File: src/rtl/axi4_lite_read_slave_if.sv
`default_nettype none
// +--------------------------------------------------------------------+
// | axi4_lite_read_slave_if                                            |
// | AXI4-Lite read address / read data channel bundle.                 |
// | Rev 1.0                                                            |
// +--------------------------------------------------------------------+
interface axi4_lite_read_slave_if #(
  parameter int ADDR_WIDTH = 32,
  parameter int DATA_WIDTH = 32
);
  logic [ADDR_WIDTH-1:0] S_AXI_ARADDR;
  logic                  S_AXI_ARVALID;
  logic                  S_AXI_ARREADY;
  logic [DATA_WIDTH-1:0] S_AXI_RDATA;
  logic [1:0]            S_AXI_RRESP;
  logic                  S_AXI_RVALID;
  logic                  S_AXI_RREADY;

  modport master (
    output S_AXI_ARADDR, S_AXI_ARVALID, S_AXI_RREADY,
    input  S_AXI_ARREADY, S_AXI_RDATA, S_AXI_RRESP, S_AXI_RVALID
  );

  modport slave (
    input  S_AXI_ARADDR, S_AXI_ARVALID, S_AXI_RREADY,
    output S_AXI_ARREADY, S_AXI_RDATA, S_AXI_RRESP, S_AXI_RVALID
  );
endinterface
`default_nettype wire

File: src/rtl/axi4_lite_read_slave.sv
`default_nettype none
// +--------------------------------------------------------------------+
// | axi4_lite_read_slave                                               |
// | AXI4-Lite read slave over a 1-cycle-latency synchronous memory.    |
// | Rev 1.0                                                            |
// +--------------------------------------------------------------------+
module axi4_lite_read_slave #(
  parameter int                    ADDR_WIDTH     = 32,
  parameter int                    DATA_WIDTH     = 32,
  parameter logic [ADDR_WIDTH-1:0] BASE_ADDR      = '0,
  parameter int                    MEM_DEPTH      = 1024,
  parameter int                    MEM_ADDR_WIDTH = $clog2(MEM_DEPTH)
) (
  input  logic                      clk,
  input  logic                      rst,
  axi4_lite_read_slave_if.slave     s_axi,
  output logic                      mem_rd_en,
  output logic [MEM_ADDR_WIDTH-1:0] mem_rd_addr,
  input  logic [DATA_WIDTH-1:0]     mem_rd_data
);

  localparam logic [ADDR_WIDTH-1:0] c_depth   = ADDR_WIDTH'(MEM_DEPTH);
  localparam logic [1:0]            c_okay    = 2'b00;
  localparam logic [1:0]            c_slverr  = 2'b10;

  typedef enum logic [1:0] {
    IDLE    = 2'd0,
    MEM_REQ = 2'd1,
    MEM_CAP = 2'd2,
    RESP    = 2'd3
  } state_t;

  state_t                    r_state;
  logic                      r_addr_pend;
  logic [ADDR_WIDTH-1:0]     r_addr_q;
  logic                      r_arready;
  logic                      r_rvalid;
  logic [DATA_WIDTH-1:0]     r_rdata;
  logic [1:0]                r_rresp;
  logic                      r_mem_rd_en;
  logic [MEM_ADDR_WIDTH-1:0] r_mem_rd_addr;

  logic [ADDR_WIDTH-1:0]     w_offset;
  logic [ADDR_WIDTH-1:0]     w_word;
  logic                      w_ok;

  // Subtraction wraps for addresses below the window; the >= test rejects those.
  assign w_offset = r_addr_q - BASE_ADDR;
  assign w_word   = w_offset >> 2;
  assign w_ok     = (r_addr_q[1:0] == 2'b00) && (r_addr_q >= BASE_ADDR) && (w_word < c_depth);

  always_ff @(posedge clk or posedge rst) begin
    if (rst) begin
      r_state       <= IDLE;
      r_addr_pend   <= 1'b0;
      r_addr_q      <= '0;
      r_arready     <= 1'b0;
      r_rvalid      <= 1'b0;
      r_rdata       <= '0;
      r_rresp       <= c_okay;
      r_mem_rd_en   <= 1'b0;
      r_mem_rd_addr <= '0;
    end else begin
      case (r_state)
        IDLE: begin
          // Address captured on the handshake edge is decoded on the following edge.
          if (r_addr_pend) begin
            r_addr_pend <= 1'b0;
            if (w_ok) begin
              r_state       <= MEM_REQ;
              r_mem_rd_en   <= 1'b1;
              r_mem_rd_addr <= w_word[MEM_ADDR_WIDTH-1:0];
            end else begin
              r_state  <= RESP;
              r_rvalid <= 1'b1;
              r_rdata  <= '0;
              r_rresp  <= c_slverr;
            end
          end else if (r_arready && s_axi.S_AXI_ARVALID) begin
            r_addr_q    <= s_axi.S_AXI_ARADDR;
            r_arready   <= 1'b0;
            r_addr_pend <= 1'b1;
          end else begin
            r_arready <= 1'b1;
          end
        end
        MEM_REQ: begin
          r_mem_rd_en <= 1'b0;
          r_state     <= MEM_CAP;
        end
        MEM_CAP: begin
          r_rdata  <= mem_rd_data;
          r_rresp  <= c_okay;
          r_rvalid <= 1'b1;
          r_state  <= RESP;
        end
        RESP: begin
          if (s_axi.S_AXI_RREADY) begin
            r_rvalid  <= 1'b0;
            r_arready <= 1'b1;
            r_state   <= IDLE;
          end
        end
        default: begin
          r_state     <= IDLE;
          r_addr_pend <= 1'b0;
          r_arready   <= 1'b0;
          r_rvalid    <= 1'b0;
          r_mem_rd_en <= 1'b0;
        end
      endcase
    end
  end

  assign s_axi.S_AXI_ARREADY = r_arready;
  assign s_axi.S_AXI_RVALID  = r_rvalid;
  assign s_axi.S_AXI_RDATA   = r_rdata;
  assign s_axi.S_AXI_RRESP   = r_rresp;
  assign mem_rd_en           = r_mem_rd_en;
  assign mem_rd_addr         = r_mem_rd_addr;

endmodule
`default_nettype wire

File: src/flat_wrapper.sv
// flat-port wrapper written by rule: the top's interface ports become plain ports
module axi4_lite_read_slave_flat 
#(
  parameter int                    ADDR_WIDTH     = 32,
  parameter int                    DATA_WIDTH     = 32,
  parameter logic [ADDR_WIDTH-1:0] BASE_ADDR      = '0,
  parameter int                    MEM_DEPTH      = 1024,
  parameter int                    MEM_ADDR_WIDTH = $clog2(MEM_DEPTH)
)
  (clk, rst, mem_rd_en, mem_rd_addr, mem_rd_data, s_axi_S_AXI_ARADDR, s_axi_S_AXI_ARVALID, s_axi_S_AXI_RREADY, s_axi_S_AXI_ARREADY, s_axi_S_AXI_RDATA, s_axi_S_AXI_RRESP, s_axi_S_AXI_RVALID);
  axi4_lite_read_slave_if #(.ADDR_WIDTH(ADDR_WIDTH), .DATA_WIDTH(DATA_WIDTH)) s_axi_i ();
  input  logic clk;
  input  logic rst;
  output logic mem_rd_en;
  output logic [MEM_ADDR_WIDTH-1:0] mem_rd_addr;
  input  logic [DATA_WIDTH-1:0] mem_rd_data;
  input wire logic [$bits(s_axi_i.S_AXI_ARADDR)-1:0] s_axi_S_AXI_ARADDR;
  input wire logic [$bits(s_axi_i.S_AXI_ARVALID)-1:0] s_axi_S_AXI_ARVALID;
  input wire logic [$bits(s_axi_i.S_AXI_RREADY)-1:0] s_axi_S_AXI_RREADY;
  output wire logic [$bits(s_axi_i.S_AXI_ARREADY)-1:0] s_axi_S_AXI_ARREADY;
  output wire logic [$bits(s_axi_i.S_AXI_RDATA)-1:0] s_axi_S_AXI_RDATA;
  output wire logic [$bits(s_axi_i.S_AXI_RRESP)-1:0] s_axi_S_AXI_RRESP;
  output wire logic [$bits(s_axi_i.S_AXI_RVALID)-1:0] s_axi_S_AXI_RVALID;
  assign s_axi_i.S_AXI_ARADDR = s_axi_S_AXI_ARADDR;
  assign s_axi_i.S_AXI_ARVALID = s_axi_S_AXI_ARVALID;
  assign s_axi_i.S_AXI_RREADY = s_axi_S_AXI_RREADY;
  assign s_axi_S_AXI_ARREADY = s_axi_i.S_AXI_ARREADY;
  assign s_axi_S_AXI_RDATA = s_axi_i.S_AXI_RDATA;
  assign s_axi_S_AXI_RRESP = s_axi_i.S_AXI_RRESP;
  assign s_axi_S_AXI_RVALID = s_axi_i.S_AXI_RVALID;
  axi4_lite_read_slave #(.ADDR_WIDTH(ADDR_WIDTH), .DATA_WIDTH(DATA_WIDTH), .BASE_ADDR(BASE_ADDR), .MEM_DEPTH(MEM_DEPTH), .MEM_ADDR_WIDTH(MEM_ADDR_WIDTH)) u_core (.clk(clk), .rst(rst), .s_axi(s_axi_i), .mem_rd_en(mem_rd_en), .mem_rd_addr(mem_rd_addr), .mem_rd_data(mem_rd_data));
endmodule
File: config.mk
export PLATFORM = sky130hd
export DESIGN_NAME = axi4_lite_read_slave_flat
export DESIGN_NICKNAME = d
export VERILOG_FILES = /design/src/rtl/axi4_lite_read_slave_if.sv /design/src/rtl/axi4_lite_read_slave.sv /design/src/flat_wrapper.sv
export SDC_FILE = /design/constraint.sdc
export NUM_CORES = 1
export LEC_CHECK = 0
export ABC_AREA = 1
export CAP_MARGIN = 20
export CORE_MARGIN = 2
export CORE_UTILIZATION = 41
export DETAILED_ROUTE_END_ITERATION = 8
export PLACE_DENSITY_LB_ADDON = 0.15
export SLEW_MARGIN = 20
export SYNTH_ARGS = -nofsm -noshare
export SYNTH_HDL_FRONTEND = slang
export SYNTH_SLANG_ARGS = --single-unit
export TNS_END_PERCENT = 50
File: constraint.sdc
create_clock -name clk -period 2.6 [get_ports clk]
set_clock_uncertainty 0.05 [all_clocks]
set_input_delay 0.52 -clock clk [delete_from_list [all_inputs] [get_ports clk]]
set_output_delay 0.52 -clock clk [all_outputs]
set_load 0.02 [all_outputs]
==> out/qor.txt <==
Endpoints failing hold: 0
DR vias/cell: 4.695
MaxCap Viol Count: 0
Core box area: 8134 um^2
Fin crit period: 2.121 ns
CTS clk-pin slew, worst paths: 0.08 ns
Clock sinks: 81
Post-synth top area share: 0.5947
Worst hold slack: 0.4244 ns
Main synth FF type: dfrtp_1
Maximum clock frequency: 471.5 MHz
Met2 usage: 0.2964
Drt total wl: 7803 um
CTS tree: yes
Sequential element share of the synthesized area: 0.5947
EDFF count, synth: 0
Fin util: 0.5959
Gr ovfl total: 0
Htree depth: 3
GR Util met1: 0.2387
Power density over the cells: 1094 nW/um^2
TritonCTS buffer count: 9
Clock buffer depth: 2
Largest net degree at the start of global routing: 35
GR Util met3: 0.03953
TNS Setup: 0 ns
Worst Path Max Fanout: 11
Worst EP arrival: 2.29 ns
Status: finished, final reports clean
Routability cong.: 0.6995
Most frequent cell after synthesis: nand2_1
Cell Area, Synth: 3408 um^2
Period utilization: 0.8158
Ratio of cells with drive above 1 in the final layout: 0.08135
Final-stage net count: 572
Worst hold-check path type: flip-flop to flip-flop
CP endpoint kind: flip-flop
Worst r2r src: u_core.r_state[1]
Die Y: 95.18 um
Pleak: 2.423 nW
CTS resizes: 0
Vias: 2859
# rows: 33
Data required, critical path: 2.77 ns
Port bufs: 113
Starting density of the core: 0.4190
Register-to-Register Path Depth: 9
Die ar.: 9058 um^2
Final setup fails: 0
Relative slew slack: 0.5908
WHS Endpoint: u_core.mem_rd_addr[2]
Flops & latches, synth: 81
N_diodes: 0
Yosys cell types: 25
Worst skew pair latency: 0.34 ns
Hold path depth: 2
Reg2reg end: u_core.mem_rd_addr[1]
Post-DP HPWL: 5352 um
Vias in the first global route: 2750
Final Power: 5.301 mW
Synth Area per Inst: 8.762 um^2
Synth area leader: dfrtp_1
Area Overhead vs Synth: 42.22%
DRT iter0 DRCs: 82
Layer with the highest usage: met2
Initial antenna violation count: 0
Routed Antenna Nets: 0
Slew @ Worst Pin: 0.6125 ns
Crit Path Class: flip-flop to flip-flop
Die X: 95.18 um
Clk root buf: clkbuf_8
DRC: 0
Largest cells by area after synthesis: dfrtp_1 (59%), nand2_1 (21%), nand3_1 (4.8%)
Global Route Usage Sum: 0.1805
List of most frequent post-synthesis cells: nand2_1 (193), dfrtp_1 (81), nand3_1 (33)
Startpoint types: flip-flop
Mapped Cells: 389
RSZ-0062 raised after global routing: no
Top-Level Pins: 115
Hold_buf cts: 0
Synth Warn #: 0
DR WL/cell: 12.81 um
Syn_nets: 462
Post-CTS setup buffer count: 0
1st-pass router iterations: 4
Reg-to-reg slack, setup: 0.48 ns
Slew Viols, Final: 0
Async set-reset flop share out of synthesis: 1.000
Peak VDD IR: 0.0004348 V
First-pass GRT wire length: 12850 um
HP Start: u_core.r_addr_q[4]
[flip-flops by register name, indices dropped and copies added, names as in the netlist]
name and cells:
u_core.r_state 2, u_core.mem_rd_en 1, u_core.r_addr_q 32, u_core.r_addr_pend 1, u_core.s_axi.S_AXI_RVALID 1, u_core.mem_rd_addr 10
u_core.s_axi.S_AXI_ARREADY 1, u_core.s_axi.S_AXI_RRESP 1, u_core.s_axi.S_AXI_RDATA 32
[worst max path at each step]
stage | from | end | slack (ns) | cells past startpoint
3_5_place_dp | u_core.r_state[1] | u_core.mem_rd_addr[1] | 0.47 | 9
2_1_floorplan | u_core.r_state[1] | u_core.s_axi.S_AXI_RDATA[19] | 0.93 | 13
6_report | u_core.r_state[1] | u_core.mem_rd_addr[1] | 0.48 | 9
5_1_grt | u_core.r_state[0] | u_core.s_axi.S_AXI_RDATA[30] | 0.24 | 12
3_3_place_gp | s_axi_S_AXI_ARVALID | u_core.r_addr_q[13] | 0.54 | 6
4_1_cts | u_core.r_state[1] | u_core.mem_rd_addr[1] | 0.46 | 9
[cells in the final DEF (no fill, tap or decap), drive strengths merged, types with 3 or more instances in the layout]
cell and instances:
nand2 205, buf 6, a21oi 3, o21ai 5, inv 11, clkinv 3
ha 5, dfrtp 81, nor2 19, clkdlybuf4s50 113, clkbuf 10, nand3 34
[cells by family (layout without fill, tap and decap cells)]
kind of cell / after synthesis / count (layout) / share of synthesized area
AOI/OAI and AO/OA: 9 / 9 / 0.01358
and+or+nand+nor: 261 / 261 / 0.3179
adders and majority gates: 5 / 5 / 0.01836
buffers and inverters: 32 / 147 / 0.05433
other: 1 / 1 / 0.001100
DFF: 81 / 81 / 0.5947
[worst max-delay path, stage by stage, from the launching register on]
cell,delay (ns)
dfrtp_1,0.40
inv_1,0.12
ha_1,0.36
inv_2,0.06
nor2_2,0.07
nand2_1,0.06
nor2_2,0.11
nand4_1,0.47
nand2_1,0.23
nand2_1,0.07
[per-stage QoR]
step           cells  cell area [um^2]  setup slack [ns]
2_1_floorplan    389              3412            0.9269
5_1_grt          609              4847            0.2419
4_1_cts          609              4847            0.4596
3_3_place_gp     593              4619            0.5402
3_5_place_dp     593              4619            0.4675
6_report         609              4847            0.4790
[layer usage]
layer  share of wire  wire (um)
met5               0          0
met4           0.010         80
met3           0.068        534
met2            0.47       3681
met1            0.45       3507
[layout make-up]
class	instances	area, um^2
Clock buffer	10	137.6
Clock inverter	6	90.09
Fill cell	726	3287
Inverter	12	51.30
Multi-Input combinational cell	276	1196
Sequential cell	81	2027
Tap cell	105	131.4
Timing Repair Buffer	119	1214
[report_power, final]
group	internal [mW]	switching [mW]	leakage [nW]
registers	1.75	0.266	1.04
logic	0.930	1.34	1.27
clock network	0.571	0.451	0.113
Note: power is estimated with default switching activity, not from simulation.
